**src/rtl/if_prefetch_pkg.sv**
```systemverilog
// -----------------------------------------------------------------------------
// if_prefetch_pkg
// Shared types and constants for the instruction prefetch front end.
//   XLEN / ILEN       : datapath and instruction widths
//   EXIT_INSN         : all-zero word that stops fetching once enqueued
//   DEFAULT_RESET_PC  : default first fetch address
//   fetch_entry_t     : one FIFO entry, instruction word plus its PC
//   fetch_state_t     : fetch FSM states
//   align_word()      : forces a byte address onto a 4-byte boundary
// -----------------------------------------------------------------------------
package if_prefetch_pkg;

    localparam int XLEN = 32;
    localparam int ILEN = 32;

    localparam logic [ILEN-1:0] EXIT_INSN        = 32'h0000_0000;
    localparam logic [XLEN-1:0] DEFAULT_RESET_PC = 32'h0000_0000;

    typedef struct packed {
        logic [XLEN-1:0] pc;
        logic [ILEN-1:0] insn;
    } fetch_entry_t;

    typedef enum logic [0:0] {
        ST_FETCH = 1'b0,
        ST_HALT  = 1'b1
    } fetch_state_t;

    // Low two address bits are meaningless for word fetch; clear them.
    function automatic logic [XLEN-1:0] align_word(input logic [XLEN-1:0] addr);
        return addr & ~(XLEN'(3));
    endfunction

endpackage

```
**src/rtl/if_prefetch_if.sv**
```systemverilog
// -----------------------------------------------------------------------------
// if_prefetch_if
// Valid/ready instruction handoff from the prefetcher to the decoder.
//   ins_valid : head word available
//   ins_ready : consumer accepts the head this cycle
//   ins_data  : head instruction word
//   ins_pc    : PC of the head word
// master = prefetcher side, slave = consumer side.
// -----------------------------------------------------------------------------
interface if_prefetch_if;

    logic                              ins_valid;
    logic                              ins_ready;
    logic [if_prefetch_pkg::ILEN-1:0]  ins_data;
    logic [if_prefetch_pkg::XLEN-1:0]  ins_pc;

    modport master (
        output ins_valid,
        output ins_data,
        output ins_pc,
        input  ins_ready
    );

    modport slave (
        input  ins_valid,
        input  ins_data,
        input  ins_pc,
        output ins_ready
    );

endinterface

```
**src/rtl/if_prefetch_sync_fifo.sv**
```systemverilog
// -----------------------------------------------------------------------------
// sync_fifo
// Single-clock FIFO with a first-word-fall-through read port (rdata_o shows the
// head entry combinationally) and a synchronous flush.
//   clk, rst  : clock, synchronous active-high reset
//   flush_i   : drop all entries; overrides push and pop in the same cycle
//   push_i    : write wdata_i at the tail
//   wdata_i   : entry to write
//   pop_i     : advance the head (ignored when empty)
//   rdata_o   : head entry
//   full_o    : DEPTH entries held
//   empty_o   : no entries held
//   count_o   : number of entries, log2(DEPTH)+1 bits so DEPTH is representable
// DEPTH must be a power of two so the pointers wrap naturally.
// -----------------------------------------------------------------------------
module sync_fifo #(
    parameter type T     = logic [63:0],
    parameter int  DEPTH = 4
) (
    input  logic                     clk,
    input  logic                     rst,
    input  logic                     flush_i,
    input  logic                     push_i,
    input  T                         wdata_i,
    input  logic                     pop_i,
    output T                         rdata_o,
    output logic                     full_o,
    output logic                     empty_o,
    output logic [$clog2(DEPTH):0]   count_o
);

    localparam int PTR_W = $clog2(DEPTH);
    localparam int CNT_W = PTR_W + 1;

    T                 mem_q [DEPTH];
    logic [PTR_W-1:0] wr_ptr_q, wr_ptr_d;
    logic [PTR_W-1:0] rd_ptr_q, rd_ptr_d;
    logic [CNT_W-1:0] count_q, count_d;
    logic             push_ok;
    logic             pop_ok;

    assign full_o  = (count_q == CNT_W'(DEPTH));
    assign empty_o = (count_q == '0);
    assign pop_ok  = pop_i && !empty_o;
    // A push into a full FIFO is only safe when the head leaves in the same cycle.
    assign push_ok = push_i && (!full_o || pop_ok);

    always_comb begin
        wr_ptr_d = wr_ptr_q;
        rd_ptr_d = rd_ptr_q;
        count_d  = count_q;
        if (flush_i) begin
            wr_ptr_d = '0;
            rd_ptr_d = '0;
            count_d  = '0;
        end else begin
            if (push_ok) begin
                wr_ptr_d = wr_ptr_q + PTR_W'(1);
            end
            if (pop_ok) begin
                rd_ptr_d = rd_ptr_q + PTR_W'(1);
            end
            case ({push_ok, pop_ok})
                2'b10:   count_d = count_q + CNT_W'(1);
                2'b01:   count_d = count_q - CNT_W'(1);
                default: count_d = count_q;
            endcase
        end
    end

    always_ff @(posedge clk) begin
        if (rst) begin
            wr_ptr_q <= '0;
            rd_ptr_q <= '0;
            count_q  <= '0;
        end else begin
            wr_ptr_q <= wr_ptr_d;
            rd_ptr_q <= rd_ptr_d;
            count_q  <= count_d;
        end
    end

    // Storage carries no reset; validity is tracked entirely by the pointers.
    always_ff @(posedge clk) begin
        if (push_ok && !flush_i) begin
            mem_q[wr_ptr_q] <= wdata_i;
        end
    end

    assign rdata_o = mem_q[rd_ptr_q];
    assign count_o = count_q;

endmodule

```
**src/rtl/if_prefetch.sv**
```systemverilog
// -----------------------------------------------------------------------------
// if_prefetch
// Instruction fetch front end. Reads a byte-wide ROM four beats per word,
// assembles little-endian 32-bit words, queues {pc, word} in a small FIFO and
// hands them downstream over valid/ready. A redirect flushes everything and
// restarts at the new word-aligned PC; enqueuing the all-zero exit word halts
// fetching until the next redirect or reset.
//   clk, rst        : clock, synchronous active-high reset
//   mem_req         : byte read request this cycle
//   mem_addr        : byte address of the request
//   mem_rdata       : read data, one cycle after mem_req
//   mem_rvalid      : mem_rdata valid
//   redirect_valid  : flush and restart at redirect_pc
//   redirect_pc     : restart PC, low two bits ignored
//   ins             : instruction handoff (if_prefetch_if.master)
//   halted          : exit word enqueued, no further requests
// -----------------------------------------------------------------------------
module if_prefetch
    import if_prefetch_pkg::*;
#(
    parameter int              DEPTH    = 4,
    parameter int              ADDR_W   = 32,
    parameter logic [XLEN-1:0] RESET_PC = DEFAULT_RESET_PC
) (
    input  logic              clk,
    input  logic              rst,
    output logic              mem_req,
    output logic [ADDR_W-1:0] mem_addr,
    input  logic [7:0]        mem_rdata,
    input  logic              mem_rvalid,
    input  logic              redirect_valid,
    input  logic [XLEN-1:0]   redirect_pc,
    if_prefetch_if.master     ins,
    output logic              halted
);

    localparam int CNT_W = $clog2(DEPTH) + 1;

    // Fetch FSM and request side
    fetch_state_t    state_q;
    logic [1:0]      req_beat_q;      // next byte lane to request
    logic [XLEN-1:0] req_pc_q;        // word address being requested
    logic            halted_q;

    // Return side: which lane the byte arriving this cycle belongs to
    logic            ret_pend_q;      // a request was issued last cycle
    logic [1:0]      ret_beat_q;      // its byte lane
    logic [XLEN-1:0] asm_pc_q;        // PC of the word being assembled
    logic [7:0]      asm_byte_q [3];  // lanes 0..2; lane 3 goes straight to the FIFO

    logic [CNT_W-1:0] fifo_count;
    logic             fifo_empty;
    logic             fifo_full;
    fetch_entry_t     push_entry;
    fetch_entry_t     head_entry;

    logic             tail_pending;
    logic             slot_free;
    logic             rx_ok;
    logic             push;
    logic             pop;
    logic [ILEN-1:0]  push_word;
    logic [2:0]       lane_we;

    // The word whose last byte returns this cycle is pushed at the coming edge
    // but is not yet in fifo_count. Counting it as a reserved slot keeps the
    // next word from starting when that push would fill the FIFO, so a push
    // can never meet a full FIFO.
    assign tail_pending = ret_pend_q && (ret_beat_q == 2'd3);
    assign slot_free    = !fifo_full &&
                          (({1'b0, fifo_count} + {{CNT_W{1'b0}}, tail_pending})
                           < (CNT_W + 1)'(DEPTH));

    // Beat 0 waits for space; beats 1..3 follow back-to-back once a word starts.
    assign mem_req  = !rst && !redirect_valid && (state_q == ST_FETCH) &&
                      ((req_beat_q != 2'd0) || slot_free);
    assign mem_addr = ADDR_W'(req_pc_q + {30'd0, req_beat_q});

    // Bytes returning in HALT belong to a request issued alongside the exit
    // word's push and are dropped, as is anything arriving during a redirect.
    assign rx_ok     = mem_rvalid && ret_pend_q && (state_q == ST_FETCH) && !redirect_valid;
    assign push      = rx_ok && (ret_beat_q == 2'd3);
    assign push_word = {mem_rdata, asm_byte_q[2], asm_byte_q[1], asm_byte_q[0]};

    always_comb begin
        push_entry      = '0;
        push_entry.pc   = asm_pc_q;
        push_entry.insn = push_word;
    end

    assign pop = !fifo_empty && ins.ins_ready && !redirect_valid;

    sync_fifo #(
        .T     (fetch_entry_t),
        .DEPTH (DEPTH)
    ) u_fifo (
        .clk     (clk),
        .rst     (rst),
        .flush_i (redirect_valid),
        .push_i  (push),
        .wdata_i (push_entry),
        .pop_i   (pop),
        .rdata_o (head_entry),
        .full_o  (fifo_full),
        .empty_o (fifo_empty),
        .count_o (fifo_count)
    );

    assign ins.ins_valid = !fifo_empty;
    assign ins.ins_data  = head_entry.insn;
    assign ins.ins_pc    = head_entry.pc;
    assign halted        = halted_q;

    // Byte assembler: one write enable per lower lane.
    genvar gi;
    generate
        for (gi = 0; gi < 3; gi++) begin : g_lane_we
            assign lane_we[gi] = rx_ok && (ret_beat_q == 2'(gi));
        end
    endgenerate

    always_ff @(posedge clk) begin
        if (rst) begin
            for (int k = 0; k < 3; k++) begin
                asm_byte_q[k] <= '0;
            end
        end else begin
            for (int k = 0; k < 3; k++) begin
                if (lane_we[k]) begin
                    asm_byte_q[k] <= mem_rdata;
                end
            end
        end
    end

    // Fetch FSM, request sequencing and return tracking.
    always_ff @(posedge clk) begin
        if (rst) begin
            state_q    <= ST_FETCH;
            req_beat_q <= 2'd0;
            req_pc_q   <= RESET_PC;
            asm_pc_q   <= RESET_PC;
            ret_pend_q <= 1'b0;
            ret_beat_q <= 2'd0;
            halted_q   <= 1'b0;
        end else if (redirect_valid) begin
            // Any partially assembled word is abandoned: beat restarts at 0
            // and no request was issued this cycle, so nothing returns next.
            state_q    <= ST_FETCH;
            req_beat_q <= 2'd0;
            req_pc_q   <= align_word(redirect_pc);
            ret_pend_q <= 1'b0;
            ret_beat_q <= 2'd0;
            halted_q   <= 1'b0;
        end else begin
            ret_pend_q <= mem_req;
            ret_beat_q <= req_beat_q;
            if (mem_req) begin
                if (req_beat_q == 2'd0) begin
                    asm_pc_q <= req_pc_q;
                end
                if (req_beat_q == 2'd3) begin
                    req_pc_q <= req_pc_q + XLEN'(4);
                end
                req_beat_q <= req_beat_q + 2'd1;
            end
            if (push && (push_word == EXIT_INSN)) begin
                state_q    <= ST_HALT;
                halted_q   <= 1'b1;
                req_beat_q <= 2'd0;
            end
        end
    end

endmodule

```
**src/flat_wrapper.sv**
```systemverilog
// flat-port wrapper written by rule: the top's interface ports become plain ports
module if_prefetch_flat import if_prefetch_pkg::*;
#(
    parameter int              DEPTH    = 4,
    parameter int              ADDR_W   = 32,
    parameter logic [XLEN-1:0] RESET_PC = DEFAULT_RESET_PC
)
  (clk, rst, mem_req, mem_addr, mem_rdata, mem_rvalid, redirect_valid, redirect_pc, halted, ins_ins_valid, ins_ins_data, ins_ins_pc, ins_ins_ready);
  if_prefetch_if ins_i ();
  input  logic clk;
  input  logic rst;
  output logic mem_req;
  output logic [ADDR_W-1:0] mem_addr;
  input  logic [7:0] mem_rdata;
  input  logic mem_rvalid;
  input  logic redirect_valid;
  input  logic [XLEN-1:0] redirect_pc;
  output logic halted;
  output wire logic [$bits(ins_i.ins_valid)-1:0] ins_ins_valid;
  output wire logic [$bits(ins_i.ins_data)-1:0] ins_ins_data;
  output wire logic [$bits(ins_i.ins_pc)-1:0] ins_ins_pc;
  input wire logic [$bits(ins_i.ins_ready)-1:0] ins_ins_ready;
  assign ins_ins_valid = ins_i.ins_valid;
  assign ins_ins_data = ins_i.ins_data;
  assign ins_ins_pc = ins_i.ins_pc;
  assign ins_i.ins_ready = ins_ins_ready;
  if_prefetch #(.DEPTH(DEPTH), .ADDR_W(ADDR_W), .RESET_PC(RESET_PC)) u_core (.clk(clk), .rst(rst), .mem_req(mem_req), .mem_addr(mem_addr), .mem_rdata(mem_rdata), .mem_rvalid(mem_rvalid), .redirect_valid(redirect_valid), .redirect_pc(redirect_pc), .ins(ins_i), .halted(halted));
endmodule
```
**config.mk**
```make
export PLATFORM = sky130hd
export DESIGN_NAME = if_prefetch_flat
export DESIGN_NICKNAME = d
export VERILOG_FILES = /design/src/rtl/if_prefetch_pkg.sv /design/src/rtl/if_prefetch_if.sv /design/src/rtl/if_prefetch_sync_fifo.sv /design/src/rtl/if_prefetch.sv /design/src/flat_wrapper.sv
export SDC_FILE = /design/constraint.sdc
export NUM_CORES = 1
export LEC_CHECK = 0
export BUFFER_PORTS_ARGS = -buffer_cell sky130_fd_sc_hd__buf_2
export CAP_MARGIN = 20
export CELL_PAD_IN_SITES_DETAIL_PLACEMENT = 0
export CELL_PAD_IN_SITES_GLOBAL_PLACEMENT = 1
export CORE_MARGIN = 1.5
export CORE_UTILIZATION = 49
export CTS_CLUSTER_DIAMETER = 150
export DETAILED_ROUTE_END_ITERATION = 10
export GPL_ROUTABILITY_DRIVEN = 0
export GPL_TIMING_DRIVEN = 0
export PLACE_DENSITY_LB_ADDON = 0.1
export SYNTH_ARGS = -nofsm -noshare
export SYNTH_HDL_FRONTEND = slang
export SYNTH_SLANG_ARGS = --single-unit
```
**constraint.sdc**
```tcl
create_clock -name clk -period 3.67 [get_ports clk]
set_input_delay 0.1835 -clock clk [delete_from_list [all_inputs] [get_ports clk]]
set_output_delay 0.1835 -clock clk [all_outputs]
set_load 0.1 [all_outputs]
```
==> flow_summary.yaml <==
cts:
  clock-root-buffer: "clkbuf_16"
  tritoncts: "yes"
  cts_resized: 0
  clock_latency_ns: 0.51
  cts_sinks: 347
  cts_hold_buffers: 33
  cts-buffers-inserted: 36
  cts_max_level: 2
  post-cts-setup-buffers: 0
  clk_pin_slew_worst_paths_ns: 0.06
  clock_path_buffers: 3
setup_path:
  max_stage_delay_ns: 0.76
  crit_type: "reg -> out"
  reg2reg_depth: 6
  cp.arrival_ns: 3.05
  slowest_stage: "buf_1"
  r2r_slack_ns: 0.86
  cp_top_family: "buffers and inverters"
  crit_required_ns: 3.49
  worstPathMaxFanout: 10
  cp.buffers_inverters: 3
  crit_path_start_kind: "register"
  cp.depth: 4
  reg2reg_from: "u_core.req_pc_q[2]$_SDFFE_PP0P_"
  r2r-end: "u_core.req_pc_q[30]$_SDFFE_PP0P_"
  cp_cell_sequence: "clkbuf_1 -> buf_1 -> mux4_2 -> buf_2"
  cp-end-kind: "output pin"
  setup.worst_path.end: "ins_ins_pc[19]"
synth:
  ys_warn_count: 0
  avgSynthCellArea_um2: 16.9
  yosys.cell_types.count: 54
  syn_inst: 788
  synth_area_leaders: "edfxtp_1, dfxtp_1, mux4_2"
  async_reset_ff_share_pct: 0
  yosys.area.top_type: "edfxtp_1"
  synth-seq-cells: 347
  yosysTopAreaCellShare_pct: 61.2
  synth-seq-area-share_pct: 72.5
  synth_ff_type: "edfxtp_1"
  synth_edf_count: 272
  netlist_area_mm2: 0.0133
die:
  die_h_um: 168
  rows: 60
  dieArea_mm2: 0.0282
  core_area_mm2: 0.0269
  die_x_um: 168
  io_pins: 144
  start_util_pct: 49.7
routing:
  wire_per_inst_um: 20.9
  drt-vias-per-instance: 5.56
  num_vias: 7627
  first_pass_iters: 5
  drtAntennaViolNets: 0
  drt_iter0_markers: 441
  wl_um: 28600
  drc_errors: 0
pwr:
  ir_worst_vdd_mv: 0.464
  pwr-share-seq_pct: 53.3
  intPower_mw: 6.38
  p_clk_share_pct: 42.0
  power_mw: 8.13
  p_sw_mw: 1.75
  pwr-share-comb_pct: 4.7
  power_density_mw_per_mm2: 508
  p_leak_nw: 5.67
  switching_share_pct: 21.5
cells_and_area:
  area_delta_synth_final_pct: 20.0
  fin_nets: 1057
  fill_cells: 2058
  diodes: 0
  drive_above_1_share_pct: 26.9
  multi_input_area_mm2: 0.00347
  regArea_mm2: 0.00967
  final_util_pct: 59.6
worst_hold_path:
  holdPathStages: 3
  min_path_type: "in -> reg"
timing:
  drv_slew: 0
  worst_slew_pin_slew_ns: 0.932
  relSlewSlack_pct: 37.9
  finalCriticalPeriod_ns: 3.23
  period_share_pct: 88.1
  finalSetupViolCount: 0
  finClkSkew_ns: 0.0229
  rsz0062_at_grt: "false"
  max_freq_ghz: 0.309
  hold_violations: 0
global_route:
  antenna_found_initial: 0
  grt.total_usage_pct: 20.6
  grt_max_degree: 38
  grt_pass1_wl_um: 44200
  grt-ovfl-total: 0
  grt_pass1_vias: 7733
place:
  io_buffers: 137
  dpl.hpwl_um: 19200
run_status:
  outcome: "finished, final reports clean"
job:
  drv_cap: 0
synth_stat cells, types with 11 or more instances:
master / n
dfxtp_1: 75
nor4_1: 14
mux2i_1: 29
nand2_1: 35
nand4_1: 15
and2_1: 14
clkbuf_1: 29
inv_1: 11
nand3_1: 12
a21oi_1: 22
mux4_2: 62
nor2_1: 65
edfxtp_1: 272
metal layers:
| layer | share of wire [%] | track usage, % |
|---|---|---|
| met4 | 1.6 | 5.41 |
| met5 | 0 | 0 |
| met2 | 49 | 34.5 |
| met3 | 5.2 | 3.95 |
| met1 | 44 | 28.0 |
state kept, by name, summed over array words and instances (netlist names), named ones only:
signal,flops
u_core.asm_byte_q,24
u_core.asm_pc_q,30
u_core.halted,1
u_core.req_beat_q,2
u_core.req_pc_q,30
u_core.ret_beat_q,2
u_core.ret_pend_q,1
u_core.u_fifo.count_o,3
u_core.u_fifo.mem_q,248
u_core.u_fifo.rd_ptr_q,2
u_core.u_fifo.wr_ptr_q,2
cell usage in the layout (no fill, tap or decap), types with 6 or more instances in the layout:
master,count
nand4_1,15
nor4_1,14
a21oi_1,22
edfxtp_1,272
ha_1,7
or3_1,7
nand2_1,35
mux4_2,62
buf_2,144
dlygate4sd3_1,33
clkinv_1,6
o211ai_1,8
o21ai_0,9
a31oi_1,9
dfxtp_1,75
clkbuf_16,37
inv_1,11
nor2_1,65
nand3_1,12
nor3_1,7
mux2i_1,29
buf_1,9
and2_1,10
clkbuf_1,40
cell type report:
type,instances,area share (%)
buffer,44,1.12
multi-input combinational,387,21.7
sequential,347,60.4
inverter,11,0.258
tap,341,2.66
timing repair buffer,177,6.99
clock inverter,14,0.750
clock buffer,50,6.15
per-stage QoR:
stage / hold WS [ns] / TNS (ns) / std cells / setup WS [ns] / cell area (µm²)
floorplan: 0.282 / 0 / 789 / 0.112 / 13400
global placement: 0.432 / -210.31 / 1267 / -0.860 / 14500
detailed placement: 0.435 / 0 / 1273 / 0.887 / 14600
CTS: 0.0190 / 0 / 1370 / 0.331 / 16000
global route: 0.0197 / 0 / 1371 / 0.206 / 16000
finish: 0.0313 / 0 / 1371 / 0.438 / 16000
cell families after synthesis:
group / count (synthesis) / share of synthesized area, %
xor gates and xnor gates: 10 / 0.656
DFF: 347 / 72.5
adders and majority gates: 8 / 0.806
other: 1 / 0.0281
AOI/OAI and AO/OA: 76 / 3.95
muxes: 95 / 13.0
and+or+nand+nor: 196 / 7.49
buffers and inverters: 55 / 1.64
power by group through the flow:
stage | Sequential (mW) | Clock [mW] | Combinational (mW)
2_1_floorplan | 4.53 | 0 | 0.114
3_3_place_gp | 4.41 | 0 | 0.349
3_5_place_dp | 4.41 | 0 | 0.354
4_1_cts | 4.33 | 3.49 | 0.382
5_1_grt | 4.34 | 3.65 | 0.402
6_report | 4.33 | 3.42 | 0.381
worst min path at each step:
stage / startpoint / to / slack (ns)
2_1_floorplan: mem_rdata[0] / u_core.u_fifo.mem_q[0][24]$_DFFE_PP_ / 0.28
3_3_place_gp: mem_rdata[5] / u_core.u_fifo.mem_q[3][29]$_DFFE_PP_ / 0.43
3_5_place_dp: mem_rdata[5] / u_core.u_fifo.mem_q[1][29]$_DFFE_PP_ / 0.43
4_1_cts: redirect_pc[11] / u_core.req_pc_q[11]$_SDFFE_PP0P_ / 0.02
5_1_grt: redirect_pc[11] / u_core.req_pc_q[11]$_SDFFE_PP0P_ / 0.02
6_report: redirect_pc[11] / u_core.req_pc_q[11]$_SDFFE_PP0P_ / 0.03
tightest hold or removal path: cells and delay by family:
family,cells,cell delay (ns)
compound gates,2,0.22
buf+inv,1,0.09
No activity file was read; power rests on OpenSTA's default activity.
